$ cat config.mk
export PLATFORM = sky130hd
export DESIGN_NAME = pipeline_hazard_control_flat
export DESIGN_NICKNAME = d
export VERILOG_FILES = /design/src/rtl/pipeline_hazard_control_if.sv /design/src/rtl/pipeline_hazard_control.sv /design/src/flat_wrapper.sv
export SDC_FILE = /design/constraint.sdc
export NUM_CORES = 1
export LEC_CHECK = 0
export BUFFER_PORTS_ARGS = -buffer_cell sky130_fd_sc_hd__clkbuf_2
export CAP_MARGIN = 20
export CORE_MARGIN = 10
export CORE_UTILIZATION = 50
export DETAILED_ROUTE_END_ITERATION = 8
export MAX_ROUTING_LAYER = met4
export PLACE_DENSITY_LB_ADDON = 0.25
export SLEW_MARGIN = 15
export SYNTH_ARGS = -nofsm -noshare
export SYNTH_HDL_FRONTEND = slang
export SYNTH_SLANG_ARGS = --single-unit
$ cat constraint.sdc
create_clock -name Clock -period 3.1 [get_ports Clock]
set_clock_uncertainty 0.05 [all_clocks]
set_input_delay 0.465 -clock Clock [delete_from_list [all_inputs] [get_ports Clock]]
set_output_delay 0.465 -clock Clock [all_outputs]
set_load 0.1 [all_outputs]
$ cat src/rtl/pipeline_hazard_control_if.sv
// Control bundle between the ID-stage hazard controller and the IF/IF_ID/ID_EX logic.
// Optional StallCount signal exists only when HAZARD_STALL_COUNT_EN is defined.
interface pipeline_hazard_control_if;
   logic [19:0] ID_Instruction;
   logic        PC_Hold;
   logic        IF_ID_Hold;
   logic        IF_ID_Flush;
   logic        ID_EX_Bubble;
   logic        JumpEnable;
   logic [19:0] JumpAddress;
   logic        StallError;
`ifdef HAZARD_STALL_COUNT_EN
   logic [15:0] StallCount;
`endif

   modport master (
      output ID_Instruction,
      input  PC_Hold, IF_ID_Hold, IF_ID_Flush, ID_EX_Bubble,
      input  JumpEnable, JumpAddress, StallError
`ifdef HAZARD_STALL_COUNT_EN
      , input StallCount
`endif
   );

   modport slave (
      input  ID_Instruction,
      output PC_Hold, IF_ID_Hold, IF_ID_Flush, ID_EX_Bubble,
      output JumpEnable, JumpAddress, StallError
`ifdef HAZARD_STALL_COUNT_EN
      , output StallCount
`endif
   );
endinterface

$ cat src/rtl/pipeline_hazard_control.sv
// Stall/jump controller for a forwarding-free 5-stage pipeline with a 3-entry destination scoreboard.
// Define HAZARD_STALL_COUNT_EN to add the 16-bit total stall-cycle counter output.
module pipeline_hazard_control #(
   parameter logic [19:0] NOP_INSTR = 20'hF0000,
   parameter logic [3:0]  OP_LOAD   = 4'b1011,
   parameter logic [3:0]  OP_STORE  = 4'b1100,
   parameter logic [3:0]  OP_JUMP   = 4'b1101,
   parameter int          MAX_STALL = 3
) (
   input logic                      Clock,
   input logic                      Reset,
   pipeline_hazard_control_if.slave hc
);
   localparam int CW = $clog2(MAX_STALL + 2);
   localparam logic [CW-1:0] STALL_LIMIT = CW'(MAX_STALL + 1);
   localparam logic [3:0] OP_NOT = 4'b0011;

   typedef enum logic [1:0] {RUN = 2'b00, FLUSH = 2'b01} state_t;

   state_t          state;
   logic [2:0][4:0] sbReg;
   logic [CW-1:0]   stallCnt;
   logic            stallErr;

   logic [3:0] opcode, rd, rs, rt;
   logic       isAlu, isLoad, isStore, isJump, writer;
   logic [3:0] srcA, srcB;
   logic       srcAValid, srcBValid;
   logic [2:0] matchVec;
   logic       hazard, stall, jumpTake, issue;

   assign opcode = hc.ID_Instruction[19:16];
   assign rd     = hc.ID_Instruction[15:12];
   assign rs     = hc.ID_Instruction[11:8];
   assign rt     = hc.ID_Instruction[7:4];

   always_comb begin
      isAlu     = (opcode[3:2] == 2'b00);
      isLoad    = (opcode == OP_LOAD);
      isStore   = (opcode == OP_STORE);
      isJump    = (opcode == OP_JUMP);
      writer    = isAlu | isLoad;
      srcA      = rs;
      srcB      = rt;
      srcAValid = isAlu | isLoad;
      srcBValid = isAlu & (opcode != OP_NOT);
      // Stores read their data register from the rd field
      if (isStore) begin
         srcA      = rd;
         srcB      = rs;
         srcAValid = 1'b1;
         srcBValid = 1'b1;
      end
   end

   // No write-through in the register file, so a WB-stage match still stalls
   for (genvar gi = 0; gi < 3; gi++) begin : g_match
      assign matchVec[gi] = sbReg[gi][4] &&
                            ((srcAValid && (srcA == sbReg[gi][3:0])) ||
                             (srcBValid && (srcB == sbReg[gi][3:0])));
   end

   assign hazard   = |matchVec;
   assign stall    = (state == RUN) && hazard;
   assign jumpTake = (state == RUN) && !hazard && isJump;
   assign issue    = (state == RUN) && !hazard;

   assign hc.PC_Hold      = Reset & stall;
   assign hc.IF_ID_Hold   = Reset & stall;
   assign hc.ID_EX_Bubble = Reset & (stall | (state == FLUSH));
   assign hc.IF_ID_Flush  = Reset & jumpTake;
   assign hc.JumpEnable   = Reset & jumpTake;
   assign hc.JumpAddress  = {4'b0000, hc.ID_Instruction[15:0]};
   assign hc.StallError   = stallErr;

   always_ff @(posedge Clock or negedge Reset) begin
      if (!Reset) begin
         state    <= RUN;
         sbReg    <= '0;
         stallCnt <= '0;
         stallErr <= 1'b0;
      end else begin
         sbReg[2] <= sbReg[1];
         sbReg[1] <= sbReg[0];
         sbReg[0] <= issue ? {writer, rd} : 5'b0;

         case (state)
            RUN:     state <= jumpTake ? FLUSH : RUN;
            FLUSH:   state <= RUN;
            default: state <= RUN;
         endcase

         if (stall) begin
            if (stallCnt != STALL_LIMIT) stallCnt <= stallCnt + 1'b1;
            if (stallCnt == STALL_LIMIT - 1'b1) stallErr <= 1'b1;
         end else begin
            stallCnt <= '0;
         end
      end
   end

`ifdef HAZARD_STALL_COUNT_EN
   logic [15:0] stallTotal;

   always_ff @(posedge Clock or negedge Reset) begin
      if (!Reset)     stallTotal <= '0;
      else if (stall) stallTotal <= stallTotal + 16'd1;
   end

   assign hc.StallCount = stallTotal;
`endif
endmodule
$ cat src/flat_wrapper.sv
// flat-port wrapper written by rule: the top's interface ports become plain ports
module pipeline_hazard_control_flat 
#(
   parameter logic [19:0] NOP_INSTR = 20'hF0000,
   parameter logic [3:0]  OP_LOAD   = 4'b1011,
   parameter logic [3:0]  OP_STORE  = 4'b1100,
   parameter logic [3:0]  OP_JUMP   = 4'b1101,
   parameter int          MAX_STALL = 3
)
  (Clock, Reset, hc_ID_Instruction, hc_PC_Hold, hc_IF_ID_Hold, hc_IF_ID_Flush, hc_ID_EX_Bubble, hc_JumpEnable, hc_JumpAddress, hc_StallError);
  pipeline_hazard_control_if hc_i ();
  input logic Clock;
  input logic Reset;
  input wire logic [$bits(hc_i.ID_Instruction)-1:0] hc_ID_Instruction;
  output wire logic [$bits(hc_i.PC_Hold)-1:0] hc_PC_Hold;
  output wire logic [$bits(hc_i.IF_ID_Hold)-1:0] hc_IF_ID_Hold;
  output wire logic [$bits(hc_i.IF_ID_Flush)-1:0] hc_IF_ID_Flush;
  output wire logic [$bits(hc_i.ID_EX_Bubble)-1:0] hc_ID_EX_Bubble;
  output wire logic [$bits(hc_i.JumpEnable)-1:0] hc_JumpEnable;
  output wire logic [$bits(hc_i.JumpAddress)-1:0] hc_JumpAddress;
  output wire logic [$bits(hc_i.StallError)-1:0] hc_StallError;
  assign hc_i.ID_Instruction = hc_ID_Instruction;
  assign hc_PC_Hold = hc_i.PC_Hold;
  assign hc_IF_ID_Hold = hc_i.IF_ID_Hold;
  assign hc_IF_ID_Flush = hc_i.IF_ID_Flush;
  assign hc_ID_EX_Bubble = hc_i.ID_EX_Bubble;
  assign hc_JumpEnable = hc_i.JumpEnable;
  assign hc_JumpAddress = hc_i.JumpAddress;
  assign hc_StallError = hc_i.StallError;
  pipeline_hazard_control #(.NOP_INSTR(NOP_INSTR), .OP_LOAD(OP_LOAD), .OP_STORE(OP_STORE), .OP_JUMP(OP_JUMP), .MAX_STALL(MAX_STALL)) u_core (.Clock(Clock), .Reset(Reset), .hc(hc_i));
endmodule
=== After elaboration in Yosys (flattened, before gate mapping) ===
Index checks and enable logic that the tools add are counted.

* Add/sub/neg operators: 1
* Eq/ne operators: 14
* Multiplexer cells: 9
* Bitwise logic cells: 6
* Reductions and logical operators: 20

{| class="wikitable"
|+ Operators with widths
! cell !! count
|-
| $eq A4 B4 Y1 || 6
|-
| $eq A4 B4 Y1 const B || 3
|-
| $logic_and A1 B1 Y1 || 12
|-
| $mux W4 || 2
|-
| $mux W3 || 2
|-
| $mux W5 || 1
|-
| $and A1 B1 Y1 || 4
|-
| $logic_not A2 Y1 || 2
|-
| $ne A4 B2 Y1 const B || 1
|-
| $add A3 B1 Y3 const B || 1
|-
| $eq A3 B2 Y1 const B || 1
|-
| $logic_or A1 B1 Y1 || 3
|-
| $mux W1 || 3
|-
| $ne A3 B3 Y1 const B || 1
|-
| $reduce_or A3 Y1 || 1
|-
| $eq A2 B1 Y1 const B || 1
|-
| $mux W2 || 1
|-
| $ne A2 B2 Y1 const B || 1
|-
| $or A1 B1 Y1 || 2
|-
| $reduce_and A2 Y1 || 1
|-
| $logic_not A1 Y1 || 1
|}

* Register bits: 21
* Input bits: 22
* Output and inout bits: 26
* Logic and storage cells: 56

=== Longest topological paths before layout ===
* Depth in word-level cells: 12
* Gate-level depth with buffers: 11

=== Worst setup path after synthesis ===
No wires, ideal clock.

* Path type: input to output
* From: input hc_ID_Instruction[16]
* To: output hc_JumpEnable
* Arrival time: 4.225 ns
* Setup slack: -1.640 ns
* Stages: 10
* Path through: buf_6 and4bb_1 buf_6 a2111oi_4 a221oi_1 nor4b_2 or3_1 buf_6 nor4_2 buf_4

* Cells in the longest elaborated chain, start to end: 11
* Elaborated cells on any way between the ends: 33
* Classes of those cells: 10 x eq/ne; 4 x mux; 3 x bitwise; 16 x reduce/logical

{| class="wikitable"
|+ RTL lines
! element !! line !! RTL
|-
| start, declared || flat_wrapper.sv:14 || <nowiki>input wire logic [$bits(hc_i.ID_Instruction)-1:0] hc_ID_Instruction;</nowiki>
|-
| $eq A4 B4 Y1, or another cell as far along || pipeline_hazard_control.sv:40 || <nowiki>isStore = (opcode == OP_STORE);</nowiki>
|-
| $mux W4, or another cell as far along || pipeline_hazard_control.sv:48 || <nowiki>if (isStore) begin</nowiki>
|-
| $eq A4 B4 Y1, or another cell as far along || pipeline_hazard_control.sv:59 || <nowiki>((srcAValid && (srcA == sbReg[gi][3:0])) ||</nowiki>
|-
| $logic_and A1 B1 Y1 (on tied branches) || pipeline_hazard_control.sv:59, pipeline_hazard_control.sv:60 ||
|-
| $logic_or A1 B1 Y1 || pipeline_hazard_control.sv:59 ||
|-
| $logic_and A1 B1 Y1 || pipeline_hazard_control.sv:58 || <nowiki>assign matchVec[gi] = sbReg[gi][4] &&</nowiki>
|-
| $reduce_or A3 Y1 || pipeline_hazard_control.sv:63 || <nowiki>assign hazard = |matchVec;</nowiki>
|-
| $logic_not A1 Y1 || pipeline_hazard_control.sv:65 || <nowiki>assign jumpTake = (state == RUN) && !hazard && isJump;</nowiki>
|-
| $logic_and A1 B1 Y1 || pipeline_hazard_control.sv:65 ||
|-
| $logic_and A1 B1 Y1 (*) || pipeline_hazard_control.sv:65 ||
|-
| $and A1 B1 Y1 (*) || -- ||
|-
| end, declared || flat_wrapper.sv:19 || <nowiki>output wire logic [$bits(hc_i.JumpEnable)-1:0] hc_JumpEnable;</nowiki>
|}

Every way passes the cells marked *; elsewhere a longest branch is shown, timed or not.

=== Worst setup path after layout ===
* From: input hc_ID_Instruction[19]
* To: output hc_JumpEnable

* Cells in the longest elaborated chain, start to end: 11
* Elaborated cells on any way between the ends: 34
* Classes of those cells: 10 x eq/ne; 4 x mux; 3 x bitwise; 17 x reduce/logical

{| class="wikitable"
|+ RTL lines
! element !! line !! RTL
|-
| $eq A4 B4 Y1, or another cell as far along || pipeline_hazard_control.sv:40 ||
|-
| $mux W4, or another cell as far along || pipeline_hazard_control.sv:48 ||
|-
| $eq A4 B4 Y1, or another cell as far along || pipeline_hazard_control.sv:59 ||
|-
| $logic_and A1 B1 Y1 (on tied branches) || pipeline_hazard_control.sv:59, pipeline_hazard_control.sv:60 ||
|-
| $logic_or A1 B1 Y1 || pipeline_hazard_control.sv:59 ||
|-
| $logic_and A1 B1 Y1 || pipeline_hazard_control.sv:58 ||
|-
| $reduce_or A3 Y1 || pipeline_hazard_control.sv:63 ||
|-
| $logic_not A1 Y1 || pipeline_hazard_control.sv:65 ||
|-
| $logic_and A1 B1 Y1 || pipeline_hazard_control.sv:65 ||
|-
| $logic_and A1 B1 Y1 (*) || pipeline_hazard_control.sv:65 ||
|-
| $and A1 B1 Y1 (*) || pipeline_hazard_control.sv:72 || <nowiki>assign hc.JumpEnable = Reset & jumpTake;</nowiki>
|}

Marks and branches as above.

==> reports/results.ini <==
[critical_path]
cp_slowest_cell = or3_4
critical_path_class = primary input to primary output
worst-endpoint-arrival_ns = 2.51
critPathBufInv = 4
cp_common_cell = buf_4
cp-end-kind = primary output
crit_path_start_kind = primary input
worstPathCellList = clkbuf_2 > a21boi_1 > or2_4 > buf_4 > o21ai_2 > a31o_1 > or3_4 > nor4_4 > buf_4 > buf_12
crit_family = simple AND/OR/NAND/NOR gates
cp_max_fo = 7
critPathMaxStageDelay_ns = 0.41
cp.required_ns = 2.58

[sta]
setup_viol = 0
hold_slack_ns = 0.366
hold_viol = 0
relSlewSlack_pct = 62.5
fmax_ghz = 0.331
drv_slew = 0
worst_slew_pin_slew_ns = 0.558
period_needed_ns = 3.02
post-route-period-util_pct = 97.5
layout_setup_ws_ns = 0.0785
rsz0062_at_grt = yes

[power_and_ir_drop]
combPwrFrac_pct = 36.8
swShare_pct = 38.8
finalPower_uw = 851
pwr-share-seq_pct = 36.6
max-vdd-ir-drop_uv = 257
clkPwrFrac_pct = 26.6
p_per_area_mw_per_mm2 = 382
p_sw_uw = 330
p_leak_uw = 0.00101
internal-power_uw = 521

[placement]
place_ws_ns = -0.0787
dpl_cell_area_mm2 = 0.00200
hpwl_mm = 3.76
dpl.cell_count = 256
gp_congestion = 0.931
io_buffers = 35

[cts]
numCtsBuffers = 3
root_buffer = clkbuf_4
clock_latency_ns = 0.32
cts_tree = done
cts.sinks = 20
htree_levels = 1
clk_pin_slew_ns = 0.13
clock_path_buffers = 2

[floorplanning]
row_count = 21
dieWidth_um = 79.3
io_pins = 48
die_h_um = 79.3
start_util_pct = 52.2
core_mm2 = 0.00336
fp.dieArea_mm2 = 0.00628

[hold_path]
hold_path_class = primary input to register

[logic_synthesis]
yosys_register_bits = 20
yosysSeqAreaShare_pct = 28.5
async_flop_share_pct = 100
yosys.area.top_type = dfrtp_1
synth_area_leaders = dfrtp_1 (29%), buf_4 (12%), xor2_1 (10%)
avgSynthCellArea_um2 = 9.54
yosysUniqueCellTypes = 50
netlist_instances = 184
synth_edf_count = 0
synthTopCellsByCount = buf_4 (27), dfrtp_1 (20), xor2_1 (20)
synth_ff_type = dfrtp_1
netlist_area_mm2 = 0.00176
synth_top_area_share_pct = 28.5
ys_warn_count = 0
synth.most_common_cell = buf_4

[grt]
grt_max_degree = 17
grt_first_pass_wirelength_mm = 8.25
grt_pass1_vias = 1612
overflow = 0
grt_use_total_pct = 16.6
antenna_found_initial = 0

[layout]
design_area_mm2 = 0.00223
n_antenna_cell = 0
drive_above_1_share_pct = 42.5
final_cell_count_no_fill = 272
nNetsFinal = 252
area_growth_syn_to_layout_pct = 26.8

[status]
status = finished, final reports clean

[detailed_routing]
avgViaCountPerCell = 5.74
vias = 1560
drt_iter0_markers = 253
wl_mm = 5.12
ant_nets = 0
drc_errors = 0
dr.pass1.iters = 4
wl_per_cell_um = 18.8

[flow_run]
drv_cap = 0

## power by group through the flow
stage / sequential [µW] / clock, µW / combinational (µW)
after floorplan: 305 / 0 / 253
after global placement: 316 / 0 / 276
after detailed placement: 316 / 0 / 280
after CTS: 310 / 226 / 299
after global routing: 315 / 238 / 332
final: 312 / 226 / 313
## placed cells by master (no fill, tap or decap), types with 2 or more instances in the layout
cell type,n
nor4_1,6
nor4_2,5
nor2b_1,3
buf_4,30
dfrtp_1,18
ha_1,3
nor4_4,2
buf_12,5
a21oi_1,4
a221oi_1,3
dfrtp_2,2
xnor2_1,9
and2b_1,2
nor4b_2,2
nand2_1,4
o21ai_0,7
o221ai_1,2
inv_1,13
clkbuf_2,28
or3_4,2
buf_6,3
conb_1,4
a221oi_2,2
nor2_1,2
nor3_1,7
xor2_1,18
clkbuf_4,3
a211oi_1,2
nand3_1,5
xor2_2,2
mux2i_1,2
## path summary, 6_finish.rpt
path	startpoint	end	slack, ns	cells past startpoint
min reg2reg	u_core.sbReg[9]	u_core.sbReg[14]	0.39	0
min in group asynchronous	Reset	u_core.sbReg[12]	0.46	2
min	hc_ID_Instruction[12]	u_core.sbReg[0]	0.37	2
max in group asynchronous	Reset	u_core.sbReg[4]	2.08	3
max reg2reg	u_core.sbReg[5]	u_core.stallCnt[1]	0.76	8
max	hc_ID_Instruction[19]	hc_JumpEnable	0.08	10
## sequential cells by signal (all words and copies together) (netlist names)
name	cells
u_core.stallCnt	3
u_core.state	1
u_core.hc.StallError	1
u_core.sbReg	15
## routing by layer
metal / GRT usage (%) / routed length, µm / vias to the layer above / part of all wire (%)
li1: - / - / 716 / -
met1: 20.0 / 2060 / 732 / 40
met2: 25.9 / 2460 / 101 / 48
met3: 4.73 / 500 / 11 / 9.8
met4: 5.56 / 95 / 0 / 1.9
met5: - / 0 / - / 0
## metrics by stage
| stage | utilization (%) | setup TNS (ns) |
|---|---|---|
| final | 66.2 | 0 |
| after global routing | 66.2 | -0.0645 |
| after CTS | 64.4 | -0.0179 |
| after detailed placement | 59.4 | -0.203 |
| after global placement | 59.4 | 0 |
| after floorplan | - | -1.51 |
## cell type report
type                            count  area, µm²
Fill cell                         280       1140
Multi-Input combinational cell    121       1030
Timing Repair Buffer               68        534
Sequential cell                    20        503
Tap cell                           46       57.6
Inverter                           13       48.8
Clock inverter                      1       30.0
Clock buffer                        3       22.5
## cells by family after synthesis
| kind of cell | count (synthesis) | synth area share, % |
|---|---|---|
| XOR/XNOR | 29 | 14.5 |
| AND/OR/NAND/NOR | 49 | 20.3 |
| adder cells (fa/ha/maj) | 3 | 2.14 |
| AO/OA/AOI/OAI | 33 | 15.0 |
| buffers and inverters | 46 | 17.7 |
| flip-flops | 20 | 28.5 |
| multiplexers | 3 | 1.71 |
| other | 1 | 0.214 |
## timing repair
action | 4_1_cts | 5_1_grt
endpoints found under the hold margin | 6 | 0
gates cloned | 0 | 0
hold buffers | 1 | 0
gates resized for setup | 12 | 10
buffers inserted | 9 | 3
endpoints found under the setup margin | 3 | 5
pin swaps | 8 | 9
Power figures use the tool's default switching activity.
